**src/rtl/hsv_core_mem_io.sv**
```systemverilog
// Slow-path memory back end: runs one single-beat AXI4 read or write per request
// (used for I/O space) and returns a commit record.

package hsv_core_mem_io_pkg;

    localparam int unsigned XLEN       = 32;
    localparam int unsigned CAUSE_W    = 5;
    localparam int unsigned REG_ADDR_W = 5;

    typedef enum logic [1:0] {
        MEM_BYTE = 2'd0,
        MEM_HALF = 2'd1,
        MEM_WORD = 2'd2
    } mem_size_t;

    typedef enum logic [2:0] {
        AXI_SIZE_1 = 3'd0,
        AXI_SIZE_2 = 3'd1,
        AXI_SIZE_4 = 3'd2
    } axi_size_t;

    typedef enum logic [1:0] {
        AXI_RESP_OKAY   = 2'd0,
        AXI_RESP_EXOKAY = 2'd1,
        AXI_RESP_SLVERR = 2'd2,
        AXI_RESP_DECERR = 2'd3
    } axi_resp_t;

    typedef enum logic [1:0] {
        COMMIT_NEXT      = 2'd0,
        COMMIT_JUMP      = 2'd1,
        COMMIT_EXCEPTION = 2'd2
    } commit_action_t;

    typedef struct packed {
        logic [XLEN-1:0]       pc;
        logic [XLEN-1:0]       pc_increment;
        logic [REG_ADDR_W-1:0] rd;
    } common_t;

    typedef struct packed {
        common_t   common;
        mem_size_t size;
        logic      sign_extend;
        logic      is_write;
    } mem_data_t;

    typedef struct packed {
        mem_data_t       mem_data;
        logic [XLEN-1:0] address;
        logic [XLEN-1:0] write_data;
        logic [3:0]      write_strobe;
        logic [1:0]      read_shift;
        logic            unaligned_address;
        logic            is_memory;
    } read_write_t;

    typedef struct packed {
        common_t              common;
        logic [XLEN-1:0]      next_pc;
        logic                 jump;
        logic                 trap;
        commit_action_t       action;
        logic [CAUSE_W-1:0]   trap_cause;
        logic [XLEN-1:0]      trap_value;
        logic                 writeback;
        logic [XLEN-1:0]      result;
    } commit_data_t;

    function automatic logic is_axi_error(input axi_resp_t resp);
        return resp[1];
    endfunction

endpackage

module hsv_core_mem_io
    import hsv_core_mem_io_pkg::*;
#(
    parameter int unsigned LoadMisalignCause  = 4,
    parameter int unsigned LoadFaultCause     = 5,
    parameter int unsigned StoreMisalignCause = 6,
    parameter int unsigned StoreFaultCause    = 7
) (
    input  logic                clk_core,
    input  logic                rst_core,
    input  logic                flush_req,

    input  logic                in_valid,
    output logic                in_ready,
    input  read_write_t         in,

    output logic                out_valid,
    input  logic                out_ready,
    output commit_data_t        out,

    output logic                m_arvalid,
    input  logic                m_arready,
    output logic [XLEN-1:0]     m_araddr,
    output logic [2:0]          m_arsize,

    input  logic                m_rvalid,
    output logic                m_rready,
    input  logic [XLEN-1:0]     m_rdata,
    input  logic [1:0]          m_rresp,

    output logic                m_awvalid,
    input  logic                m_awready,
    output logic [XLEN-1:0]     m_awaddr,
    output logic [2:0]          m_awsize,

    output logic                m_wvalid,
    input  logic                m_wready,
    output logic [XLEN-1:0]     m_wdata,
    output logic [3:0]          m_wstrb,

    input  logic                m_bvalid,
    output logic                m_bready,
    input  logic [1:0]          m_bresp
);

    typedef enum logic [2:0] {
        ST_IDLE = 3'd0,
        ST_AR   = 3'd1,
        ST_R    = 3'd2,
        ST_AW_W = 3'd3,
        ST_B    = 3'd4,
        ST_OUT  = 3'd5
    } state_t;

    state_t       state_q, state_d;
    read_write_t  req_q, req_d;
    axi_size_t    axsize_q, axsize_d;
    logic         discard_q, discard_d;
    logic         arvalid_d, rready_d, awvalid_d, wvalid_d, bready_d, out_valid_d;
    commit_data_t out_d;
    logic         accept;
    logic         unused_is_memory;

    function automatic axi_size_t to_axi_size(input mem_size_t size);
        case (size)
            MEM_BYTE: return AXI_SIZE_1;
            MEM_HALF: return AXI_SIZE_2;
            default:  return AXI_SIZE_4;
        endcase
    endfunction

    // Commit record from the request plus the bus response (zero/OKAY when no bus access).
    function automatic commit_data_t build_out(
        input mem_data_t       md,
        input logic [XLEN-1:0] address,
        input logic [1:0]      read_shift,
        input logic            unaligned,
        input logic [XLEN-1:0] rdata,
        input logic            bus_err
    );
        commit_data_t    o;
        logic [XLEN-1:0] sh;
        logic [XLEN-1:0] value;
        logic            trap;
        sh = rdata >> {read_shift, 3'b000};
        case (md.size)
            MEM_BYTE: value = {{24{md.sign_extend & sh[7]}}, sh[7:0]};
            MEM_HALF: value = {{16{md.sign_extend & sh[15]}}, sh[15:0]};
            default:  value = sh;
        endcase
        trap         = unaligned | bus_err;
        o.common     = md.common;
        o.next_pc    = md.common.pc_increment;
        o.jump       = 1'b0;
        o.trap       = trap;
        o.action     = trap ? COMMIT_EXCEPTION : COMMIT_NEXT;
        if (unaligned) begin
            o.trap_cause = md.is_write ? CAUSE_W'(StoreMisalignCause) : CAUSE_W'(LoadMisalignCause);
        end else begin
            o.trap_cause = md.is_write ? CAUSE_W'(StoreFaultCause) : CAUSE_W'(LoadFaultCause);
        end
        o.trap_value = address;
        o.writeback  = ~md.is_write & ~trap;
        o.result     = o.writeback ? value : '0;
        return o;
    endfunction

    assign in_ready = (state_q == ST_IDLE) & ~flush_req;
    assign accept   = in_valid & in_ready;

    assign m_araddr = req_q.address;
    assign m_awaddr = req_q.address;
    assign m_arsize = axsize_q;
    assign m_awsize = axsize_q;
    assign m_wdata  = req_q.write_data;
    assign m_wstrb  = req_q.write_strobe;

    // Routing is decided upstream; this unit executes whatever it is handed.
    assign unused_is_memory = req_q.is_memory;

    // Next-state and next-output logic.
    always_comb begin
        state_d     = state_q;
        req_d       = req_q;
        axsize_d    = axsize_q;
        discard_d   = discard_q;
        arvalid_d   = m_arvalid;
        rready_d    = m_rready;
        awvalid_d   = m_awvalid;
        wvalid_d    = m_wvalid;
        bready_d    = m_bready;
        out_valid_d = out_valid;
        out_d       = out;

        case (state_q)
            ST_IDLE: begin
                if (accept) begin
                    req_d    = in;
                    axsize_d = to_axi_size(in.mem_data.size);
                    if (in.unaligned_address) begin
                        state_d     = ST_OUT;
                        out_valid_d = 1'b1;
                        out_d       = build_out(in.mem_data, in.address, in.read_shift,
                                                1'b1, '0, 1'b0);
                    end else if (in.mem_data.is_write) begin
                        state_d   = ST_AW_W;
                        awvalid_d = 1'b1;
                        wvalid_d  = 1'b1;
                    end else begin
                        state_d   = ST_AR;
                        arvalid_d = 1'b1;
                    end
                end
            end
            ST_AR: begin
                if (flush_req) discard_d = 1'b1;
                if (m_arready) begin
                    arvalid_d = 1'b0;
                    rready_d  = 1'b1;
                    state_d   = ST_R;
                end
            end
            ST_R: begin
                if (flush_req) discard_d = 1'b1;
                if (m_rvalid) begin
                    rready_d = 1'b0;
                    if (discard_q | flush_req) begin
                        state_d   = ST_IDLE;
                        discard_d = 1'b0;
                    end else begin
                        state_d     = ST_OUT;
                        out_valid_d = 1'b1;
                        out_d       = build_out(req_q.mem_data, req_q.address, req_q.read_shift,
                                                1'b0, m_rdata, is_axi_error(axi_resp_t'(m_rresp)));
                    end
                end
            end
            ST_AW_W: begin
                if (flush_req) discard_d = 1'b1;
                // Address and data channels complete independently, in any order.
                awvalid_d = m_awvalid & ~m_awready;
                wvalid_d  = m_wvalid & ~m_wready;
                if (~awvalid_d & ~wvalid_d) begin
                    bready_d = 1'b1;
                    state_d  = ST_B;
                end
            end
            ST_B: begin
                if (flush_req) discard_d = 1'b1;
                if (m_bvalid) begin
                    bready_d = 1'b0;
                    if (discard_q | flush_req) begin
                        state_d   = ST_IDLE;
                        discard_d = 1'b0;
                    end else begin
                        state_d     = ST_OUT;
                        out_valid_d = 1'b1;
                        out_d       = build_out(req_q.mem_data, req_q.address, req_q.read_shift,
                                                1'b0, '0, is_axi_error(axi_resp_t'(m_bresp)));
                    end
                end
            end
            ST_OUT: begin
                if (out_ready | flush_req) begin
                    state_d     = ST_IDLE;
                    out_valid_d = 1'b0;
                end
            end
            default: begin
                state_d     = ST_IDLE;
                arvalid_d   = 1'b0;
                rready_d    = 1'b0;
                awvalid_d   = 1'b0;
                wvalid_d    = 1'b0;
                bready_d    = 1'b0;
                out_valid_d = 1'b0;
                discard_d   = 1'b0;
            end
        endcase
    end

    always_ff @(posedge clk_core) begin
        if (rst_core) begin
            state_q   <= ST_IDLE;
            req_q     <= '0;
            axsize_q  <= AXI_SIZE_1;
            discard_q <= 1'b0;
            m_arvalid <= 1'b0;
            m_rready  <= 1'b0;
            m_awvalid <= 1'b0;
            m_wvalid  <= 1'b0;
            m_bready  <= 1'b0;
            out_valid <= 1'b0;
            out       <= '0;
        end else begin
            state_q   <= state_d;
            req_q     <= req_d;
            axsize_q  <= axsize_d;
            discard_q <= discard_d;
            m_arvalid <= arvalid_d;
            m_rready  <= rready_d;
            m_awvalid <= awvalid_d;
            m_wvalid  <= wvalid_d;
            m_bready  <= bready_d;
            out_valid <= out_valid_d;
            out       <= out_d;
        end
    end

endmodule

```
**config.mk**
```make
export PLATFORM = sky130hd
export DESIGN_NAME = hsv_core_mem_io
export DESIGN_NICKNAME = d
export VERILOG_FILES = /design/src/rtl/hsv_core_mem_io.sv
export SDC_FILE = /design/constraint.sdc
export NUM_CORES = 1
export LEC_CHECK = 0
export CELL_PAD_IN_SITES_DETAIL_PLACEMENT = 0
export CELL_PAD_IN_SITES_GLOBAL_PLACEMENT = 1
export CORE_MARGIN = 4
export CORE_UTILIZATION = 34
export CTS_BUF_LIST = sky130_fd_sc_hd__clkbuf_2
export CTS_CLUSTER_SIZE = 14
export DETAILED_ROUTE_END_ITERATION = 8
export PLACE_DENSITY_LB_ADDON = 0.1
export SYNTH_ARGS = -nofsm -noshare
export SYNTH_HDL_FRONTEND = slang
export SYNTH_SLANG_ARGS = --single-unit
```
**constraint.sdc**
```tcl
create_clock -name clk_core -period 2.3 [get_ports clk_core]
set_input_delay 0.345 -clock clk_core [delete_from_list [all_inputs] [get_ports clk_core]]
set_output_delay 0.345 -clock clk_core [all_outputs]
set_load 0.05 [all_outputs]
```
* Word level (Yosys, flattened, before mapping)
Index checks and enable logic that the tools add are counted.
Cells by class: equality and inequality tests 19, shifts and indexed selects 2, multiplexer cells 54, bitwise gates (word level) 26, reduce and logical (&&, ||, !) cells 18
Operators with widths (count):
- 2-to-1 mux 175 bit | 6
- one-hot mux 175 bit (3 select lines) | 1
- one-hot mux 32 bit (2 select lines) | 2
- 2-to-1 mux 32 bit | 2
- right shift 1 x 5 -> 32 bit (first input constant) | 1
- right shift 32 x 5 -> 32 bit | 1
- 2-to-1 mux 3 bit | 8
- inequality test 2 bit (second input constant) | 12
- 2-to-1 mux 1 bit | 21
- one-hot mux 3 bit (6 select lines) | 1
- OR reduction 4 bit | 4
- one-hot mux 1 bit (3 select lines) | 5
- inverter 1 bit | 13
- AND reduction 6 bit | 2
- bitwise AND 1 bit | 11
- 2-to-1 mux 2 bit | 5
- AND reduction 7 bit | 1
- == test 3 x 2 -> 1 bit (second input constant) | 2
- == test 3 bit (second input constant) | 2
- AND reduction 3 bit | 2
- one-hot mux 1 bit (5 select lines) | 1
- AND reduction 5 bit | 1
- == test 2 x 1 -> 1 bit (second input constant) | 2
- logical NOT 2 bit | 2
- 9 further kinds | 11
Word-level totals: bits in registers 331, input bits 191, output and inout bits 288, word-level logic and storage cells 149

* Logic depth before layout (Yosys ltp)
Gate-level depths: netlist (run 1).
word-level depth 7, depth in mapped cells 9, mapped depth without buffers 7

* Least setup slack after synthesis (run 1)
No wires, ideal clock.
kind reg-to-output, start register state_q[1], end output port in_ready, arrival time 1789 ps, required time 1955 ps, setup slack 166 ps, stages on the path, launching flop included 4, buffers on the path 2, cells stage by stage dfxtp_1 buf_2 buf_1 nor3_1
On the way: longest elaborated chain between the ends 2
Ends and longest elaborated chain:
- start: declaration | RTL line 130 | state_t state_q, state_d;
- start signal: assignment | RTL line 311 | state_q <= state_d;
- logical NOT 3 bit | RTL line 183 | assign in_ready = (state_q == ST_IDLE) & ~flush_req;
- bitwise AND 1 bit | RTL line 183
- end: declaration | RTL line 89 | output logic in_ready,
No other way between the ends.

* Final worst setup path (run 1)
start register state_q[2], end output port in_ready
The elaborated chain is that of the path after synthesis.

==> impl_metrics.csv, run 1 <==
group,metric,value,unit
pwr,ir_drop,0.000785,V
route,drc_errors,0,
route,num_vias,12300,
worst_setup_path,reg2reg_to,"out[169]",
die,placeableCoreArea,0.0380,sq mm
pwr,pwr_density_cell,1280,mW/mm^2
layout,utilization,51.8,%
clock_network,cts_htree_levels,3,
hold_path,timing.hold.worst.start,"m_rdata[30]",
pwr,static-leakage-power,7.69,nW
layout,num-nets-final,2218,
timing,achievable-frequency,455,MHz
run,timing.max_cap.violations,0,
clock_network,cts.path.max_buffers,3,
worst_setup_path,worst_ep_required,1.96,ns
place,port_buffers,469,
yosys,ys_seq_elements,293,
worst_setup_path,ff2ff_setup_slack,0.32,ns
worst_setup_path,reg_to_reg_start,"state_q[2]",
yosys,synthCells,1526,
worst_setup_path,setup.worst_path.class,"flop to output port",
route,antenna_left,0,
worst_setup_path,arrival,1.85,ns
grt,grt_antenna_before_repair,7,
place,gp_congestion,0.853,
clock_network,clkSinkCount,293,
hold_path,holdCritPathClass,"input port to flop",
route,final_routed_wire_length_divided_by_cell_count,17.1,um
yosys,yosys.cell_types.count,50,
timing,finalClockSkew,0.0362,ns
timing,rsz0062_at_grt,"yes",
layout,layout-drive-gt1-share,16.6,%
timing,post-route-period-util,95.5,%
clock_network,worst_setup_hold_path_clk_slew,0.09,ns
route,avgViaCountPerCell,4.72,
outcome,status,"finished, final reports clean",
die,design.portCount,479,
yosys,dominantRegCellSynth,"sky130_fd_sc_hd__dfxtp_1",
clock_network,clock_insertion_delay_worst_skew,0.88,ns
yosys,syn_area,0.0132,sq mm
die,initial_utilization,34.8,%
grt,grt_max_degree,126,
timing,worst_slew_pin_slew,0.604,ns
worst_setup_path,list_of_cells_traversed_by_the_critical_path,"or2_4 -> nor3_4 -> buf_12",
grt,global_route.usage.total,20.2,%
die,placementRows,71,
clock_network,tritoncts_clock_tree,"built",
yosys,synth_common_cells,"sky130_fd_sc_hd__nand2_1 (331), sky130_fd_sc_hd__dfxtp_1 (293), sky130_fd_sc_hd__a21oi_1 (173), sky130_fd_sc_hd__buf_4 (151), sky130_fd_sc_hd__mux2i_1 (121)",
place,dp_hpwl,30000,um
yosys,synth_most_common_cell,"sky130_fd_sc_hd__nand2_1",
route,drt_iter0_markers,565,
yosys,synth_sequential_area_ratio,44.4,%
layout,area_growth_syn_to_layout,49.1,%
clock_network,clockRootBuffer,"sky130_fd_sc_hd__clkbuf_2",
yosys,postSynth.asyncResetShare,0,%
hold_path,timing.hold.worst_path_depth,4,
die,die_height,205,um
grt,grt_remaining_overflow,0,
yosys,yosys.area.top_type_share,44.4,%
timing,worst_hold_slack,0.241,ns
worst_setup_path,worst_path_largest_cell_delay,0.35,ns
timing,fin_tns_setup,0,ns
worst_setup_path,start_kind,"flop",
grt,grt_pass1_wl,68100,um
grt,grt_pass1_vias,12400,
yosys,biggest_area_contributors_in_the_synthesized_netlist,"sky130_fd_sc_hd__dfxtp_1 (44%), sky130_fd_sc_hd__nand2_1 (9.4%), sky130_fd_sc_hd__mux2i_1 (9.2%)",
die,chipWidth,205,um
layout,postLayoutCellArea,0.0197,sq mm
place,placement_stage_cell_area,0.0176,sq mm
yosys,synth_top_area_cell,"sky130_fd_sc_hd__dfxtp_1",
worst_setup_path,worstRegToRegCells,9,
die,die_area,0.0421,sq mm
clock_network,numCtsBuffers,84,
timing,layout_min_cycle_time,2.20,ns
yosys,syn_avg_cell_area,8.66,sq um
timing,report.final.slew_viol_count,0,
hold_path,whs_endpoint,"out[30]",
timing,timing_hold_violations_final,0,
route,totalWireLength,44300,um
worst_setup_path,slowest_cell_on_crit_path,"sky130_fd_sc_hd__dfxtp_4",
route,drt-pass1-iter-count,4,
timing,setup_viol,0,
worst_setup_path,timing.critical_path.to_type,"output port",
yosys,yosys_warnings,0,
yosys,synth_edf_count,0,
worst_setup_path,worstPathMaxFanout,4,
timing,slew_headroom,59.7,%
[worst max-delay path by stage]
stage	from	end	slack, ns	cells after the start
floorplan	state_q[1]	in_ready	0.17	3
global placement	flush_req	out[12]	0.03	8
detailed placement	flush_req	out[114]	0.003	8
CTS	state_q[2]	in_ready	-0.14	3
global route	state_q[2]	in_ready	-0.11	3
finish	state_q[2]	in_ready	0.10	3
[layout make-up]
cell class | count | area [sq um]
repair buffers | 665 | 6730
flip-flops and latches | 293 | 5870
fillers | 3725 | 18300
multi-input cells | 974 | 5750
inverters | 7 | 26.3
well taps | 511 | 639
diodes | 7 | 17.5
clock buffers | 121 | 606
clock inverters | 15 | 57.6
[cells by family (layout without fill, tap and decap cells)]
logic type / after synthesis / in the layout / share of synthesized area, %
AO/OA/AOI/OAI: 348 / 348 / 18.0
AND/OR/NAND/NOR: 489 / 489 / 15.1
buffers and inverters: 264 / 808 / 12.5
multiplexers: 128 / 128 / 9.76
adder cells (fa/ha/maj): 2 / 2 / 0.189
other: 1 / 13 / 0.0284
flip-flops: 293 / 293 / 44.4
XOR/XNOR: 1 / 1 / 0.0663
[placed cells by master (no fill, tap or decap), types with 3 or more instances in the layout]
cell / instances
sky130_fd_sc_hd__dfxtp_1: 290
sky130_fd_sc_hd__nand3b_1: 4
sky130_fd_sc_hd__clkinv_1: 13
sky130_fd_sc_hd__a22o_1: 24
sky130_fd_sc_hd__clkbuf_2: 132
sky130_fd_sc_hd__a21oi_1: 173
sky130_fd_sc_hd__mux2_2: 7
sky130_fd_sc_hd__clkdlybuf4s15_2: 90
sky130_fd_sc_hd__o21ai_0: 20
sky130_fd_sc_hd__mux2i_1: 121
sky130_fd_sc_hd__nand2b_1: 5
sky130_fd_sc_hd__a211oi_2: 40
sky130_fd_sc_hd__clkdlybuf4s15_1: 69
sky130_fd_sc_hd__nor3b_1: 3
sky130_fd_sc_hd__nand2_1: 331
sky130_fd_sc_hd__dlygate4sd3_1: 143
sky130_fd_sc_hd__inv_1: 6
sky130_fd_sc_hd__dlygate4sd2_1: 111
sky130_fd_sc_hd__nor2b_1: 5
sky130_fd_sc_hd__conb_1: 6
sky130_fd_sc_hd__nor3_1: 4
sky130_fd_sc_hd__a211oi_1: 65
sky130_fd_sc_hd__nor2_1: 117
sky130_fd_sc_hd__nor3_4: 4
sky130_fd_sc_hd__buf_4: 31
sky130_fd_sc_hd__nand3_1: 3
sky130_fd_sc_hd__diode_2: 7
sky130_fd_sc_hd__o2111ai_1: 8
sky130_fd_sc_hd__buf_12: 23
sky130_fd_sc_hd__clkdlybuf4s50_1: 186
sky130_fd_sc_hd__o22ai_1: 3
[worst max-delay path, delay by kind of cell (launching register included)]
family        cells  cell delay (ns)
buf+inv           1             0.17
flops             1             0.35
simple gates      2             0.47
[report_power, final]
part	leakage (nW)	switching, mW	internal, mW	total, mW
combinational	4.77	9.67	4.96	14.6
clock	0.531	2.17	1.37	3.54
sequential	2.39	0.748	6.28	7.03
total	7.69	12.6	12.6	25.2
[sequential cells by signal (all words and copies together) (netlist names), 2 cells and up]
register  count
m_arsize      2
state_q       3
m_araddr     32
req_q        75
m_wstrb       4
m_wdata      32
out         138
[metrics by stage]
step | setup WS (ns) | std cells | power, mW
final | 0.104 | 2593 | 25.2
after CTS | -0.137 | 2580 | 25.5
after global placement | 0.0329 | 2301 | 22.1
after detailed placement | 0.00311 | 2301 | 22.2
after floorplan | 0.166 | 1531 | 17.8
after global routing | -0.113 | 2591 | 26.8
[routing by layer]
layer / up-vias / wire (um) / track usage, % / share of wire [%]
met3: 64 / 3460 / 6.81 / 7.8
met1: 5693 / 18700 / 24.7 / 42
met2: 379 / 21300 / 33.4 / 48
met4: 2 / 885 / 7.08 / 2.0
li1: 6112 / - / - / -
met5: - / 14 / 0 / 0.032
[repair_timing]
action / CTS / global route
endpoints found under the hold margin: 213 / 0
cloned: 0 / 0
resized for setup: 530 / 29
endpoints found under the setup margin: 282 / 28
hold buffers: 143 / 0
pin swaps: 1 / 2
buffers inserted: 0 / 6
Power figures use the tool's default switching activity.
==> run 2, diff against run 1 <==
CORE_ASPECT_RATIO = 1.4   (was not set)
==> impl_metrics.csv, run 2 (synthesized netlist as in run 1, its figures left out) <==
group,metric,value,unit
pwr,post_layout_power,25.0,mW
layout,postLayoutCellArea,0.0195,sq mm
timing,finalClockSkew,0.0391,ns
place,port_buffers,469,
place,placement_stage_cell_area,0.0176,sq mm
timing,report.final.slew_viol_count,0,
layout,final_common_cell,"sky130_fd_sc_hd__nand2_1",
layout,layout-drive-gt1-share,14.8,%
die,initial_utilization,34.4,%
pwr,power.switching,12.5,mW
clock_network,cts.path.max_buffers,3,
clock_network,tritoncts_clock_tree,"built",
timing,worst_slew_pin_slew,0.700,ns
route,drc_errors,0,
die,die_area,0.0421,sq mm
die,placeableCoreArea,0.0384,sq mm
timing,post-route-period-util,100,%
route,drt_iter0_markers,549,
grt,grt_max_degree,115,
layout,num-nets-final,2212,
die,placementRows,85,
grt,grt_pass1_vias,12000,
die,chipWidth,175,um
worst_setup_path,worst_path_largest_cell_delay,0.34,ns
layout,most-common-layout-cells,"sky130_fd_sc_hd__nand2_1 (331), sky130_fd_sc_hd__dfxtp_1 (291), sky130_fd_sc_hd__clkdlybuf4s50_1 (186)",
worst_setup_path,timing.critical_path.to_type,"output port",
pwr,switching_share,49.9,%
pwr,static-leakage-power,7.86,nW
worst_setup_path,slowest_cell_on_crit_path,"sky130_fd_sc_hd__dfxtp_2",
run,timing.max_cap.violations,0,
pwr,portion_of_total_power_attributed_to_combinational_logic,57.7,%
pwr,share_clk_of_total_power,14.2,%
clock_network,cts_htree_levels,3,
worst_setup_path,worst_ep_required,1.96,ns
outcome,status,"finished, final reports clean",
layout,area_growth_syn_to_layout,47.5,%
pwr,pwr_density_cell,1280,mW/mm^2
timing,timing_hold_violations_final,0,
grt,grt_antenna_before_repair,3,
route,drt-pass1-iter-count,4,
clock_network,clkSinkCount,293,
timing,slew_headroom,53.4,%
grt,grt_remaining_overflow,0,
clock_network,clockRootBuffer,"sky130_fd_sc_hd__clkbuf_2",
layout,biggestRegsByFlops,"out (138), req_q (75)",
worst_setup_path,setup.worst_path.class,"flop to output port",
layout,seqCellArea,0.00587,sq mm
timing,layout_min_cycle_time,2.30,ns
layout,largest_register_ff_count,138,
grt,grt_pass1_wl,65700,um
clock_network,worst_setup_hold_path_clk_slew,0.11,ns
pwr,p_seq_share,28.1,%
route,avgViaCountPerCell,4.70,
pwr,ir_drop,0.000634,V
layout,regMostFlops,"out",
timing,rsz0062_at_grt,"yes",
route,antenna_left,0,
worst_setup_path,worstPathMaxFanout,8,
grt,global_route.usage.total,19.4,%
worst_setup_path,list_of_cells_traversed_by_the_critical_path,"or2_4 -> nor3_4 -> buf_12",
timing,achievable-frequency,435,MHz
route,totalWireLength,43300,um
die,design.portCount,479,
layout,num-fill-cells,3772,
worst_setup_path,arrival,1.95,ns
timing,setup_viol,0,
worst_setup_path,ff2ff_setup_slack,0.20,ns
worst_setup_path,start_kind,"flop",
route,final_routed_wire_length_divided_by_cell_count,16.7,um
place,dp_hpwl,29300,um
layout,multi_input_area,0.00575,sq mm
pwr,p_int,12.5,mW
clock_network,clock_insertion_delay_worst_skew,0.90,ns
hold_path,holdCritPathClass,"input port to flop",
die,die_height,241,um
place,gp_congestion,0.831,
route,num_vias,12200,
clock_network,numCtsBuffers,78,
[run 2: metrics by stage]
step                utilization, %  hold slack, ns  worst slack, ns  instances  TNS, ns
global placement              45.9           0.441          -0.0861       2316    -1.99
floorplan                        -           0.436            0.166       1531        0
detailed placement            45.9           0.446           -0.140       2316    -3.02
finish                        50.7           0.140          0.00110       2589        0
global route                  50.7          0.0168           -0.170       2589   -0.267
CTS                           50.8          0.0205           -0.252       2583   -0.254
[run 2: layout make-up]
class                      count  share of cell area (%)
clock buffer                 117                    3.01
clock inverter                 8                   0.289
inverter                       7                   0.135
sequential                   293                    30.1
tap                          522                    3.35
timing repair buffer         665                    33.5
antenna                        3                  0.0385
multi-input combinational    974                    29.5
[run 2: worst paths after layout]
kind / startpoint / end / cells past startpoint
min: in[48] / m_araddr[8] / 3
max reg2reg: state_q[2] / out[61] / 8
min reg2reg: out[6] / out[6] / 2
max: state_q[0] / in_ready / 3
[run 2: what timing repair did]
item,in CTS,in global routing
hold buffers,142,0
buffers inserted,0,4
endpoints found under the setup margin,282,62
gates resized for setup,423,50
endpoints found under the hold margin,186,0
pin swaps,0,2
[run 2: metal layers]
layer  part of all wire [%]  vias up  global-route usage (%)
met5                      0        -                       0
met4                    1.9        0                    6.00
met3                    7.5       56                    6.20
met2                     51      393                    35.2
met1                     40     5654                    21.7
li1                       -     6069                       -
[run 2: worst max-delay path, delay by kind of cell, from the launching register on]
kind / cells / cell delay, ns
AND/OR/NAND/NOR: 2 / 0.55
flip-flops: 1 / 0.34
buffers and inverters: 1 / 0.17
[run 2: power groups by stage]
| stage | Sequential [mW] | Clock [mW] | Combinational (mW) |
|---|---|---|---|
| floorplan | 9.92 | 0 | 7.90 |
| global placement | 7.13 | 0 | 15.0 |
| detailed placement | 7.18 | 0 | 15.0 |
| CTS | 7.05 | 3.77 | 14.6 |
| global route | 7.19 | 4.03 | 15.3 |
| finish | 7.01 | 3.55 | 14.4 |
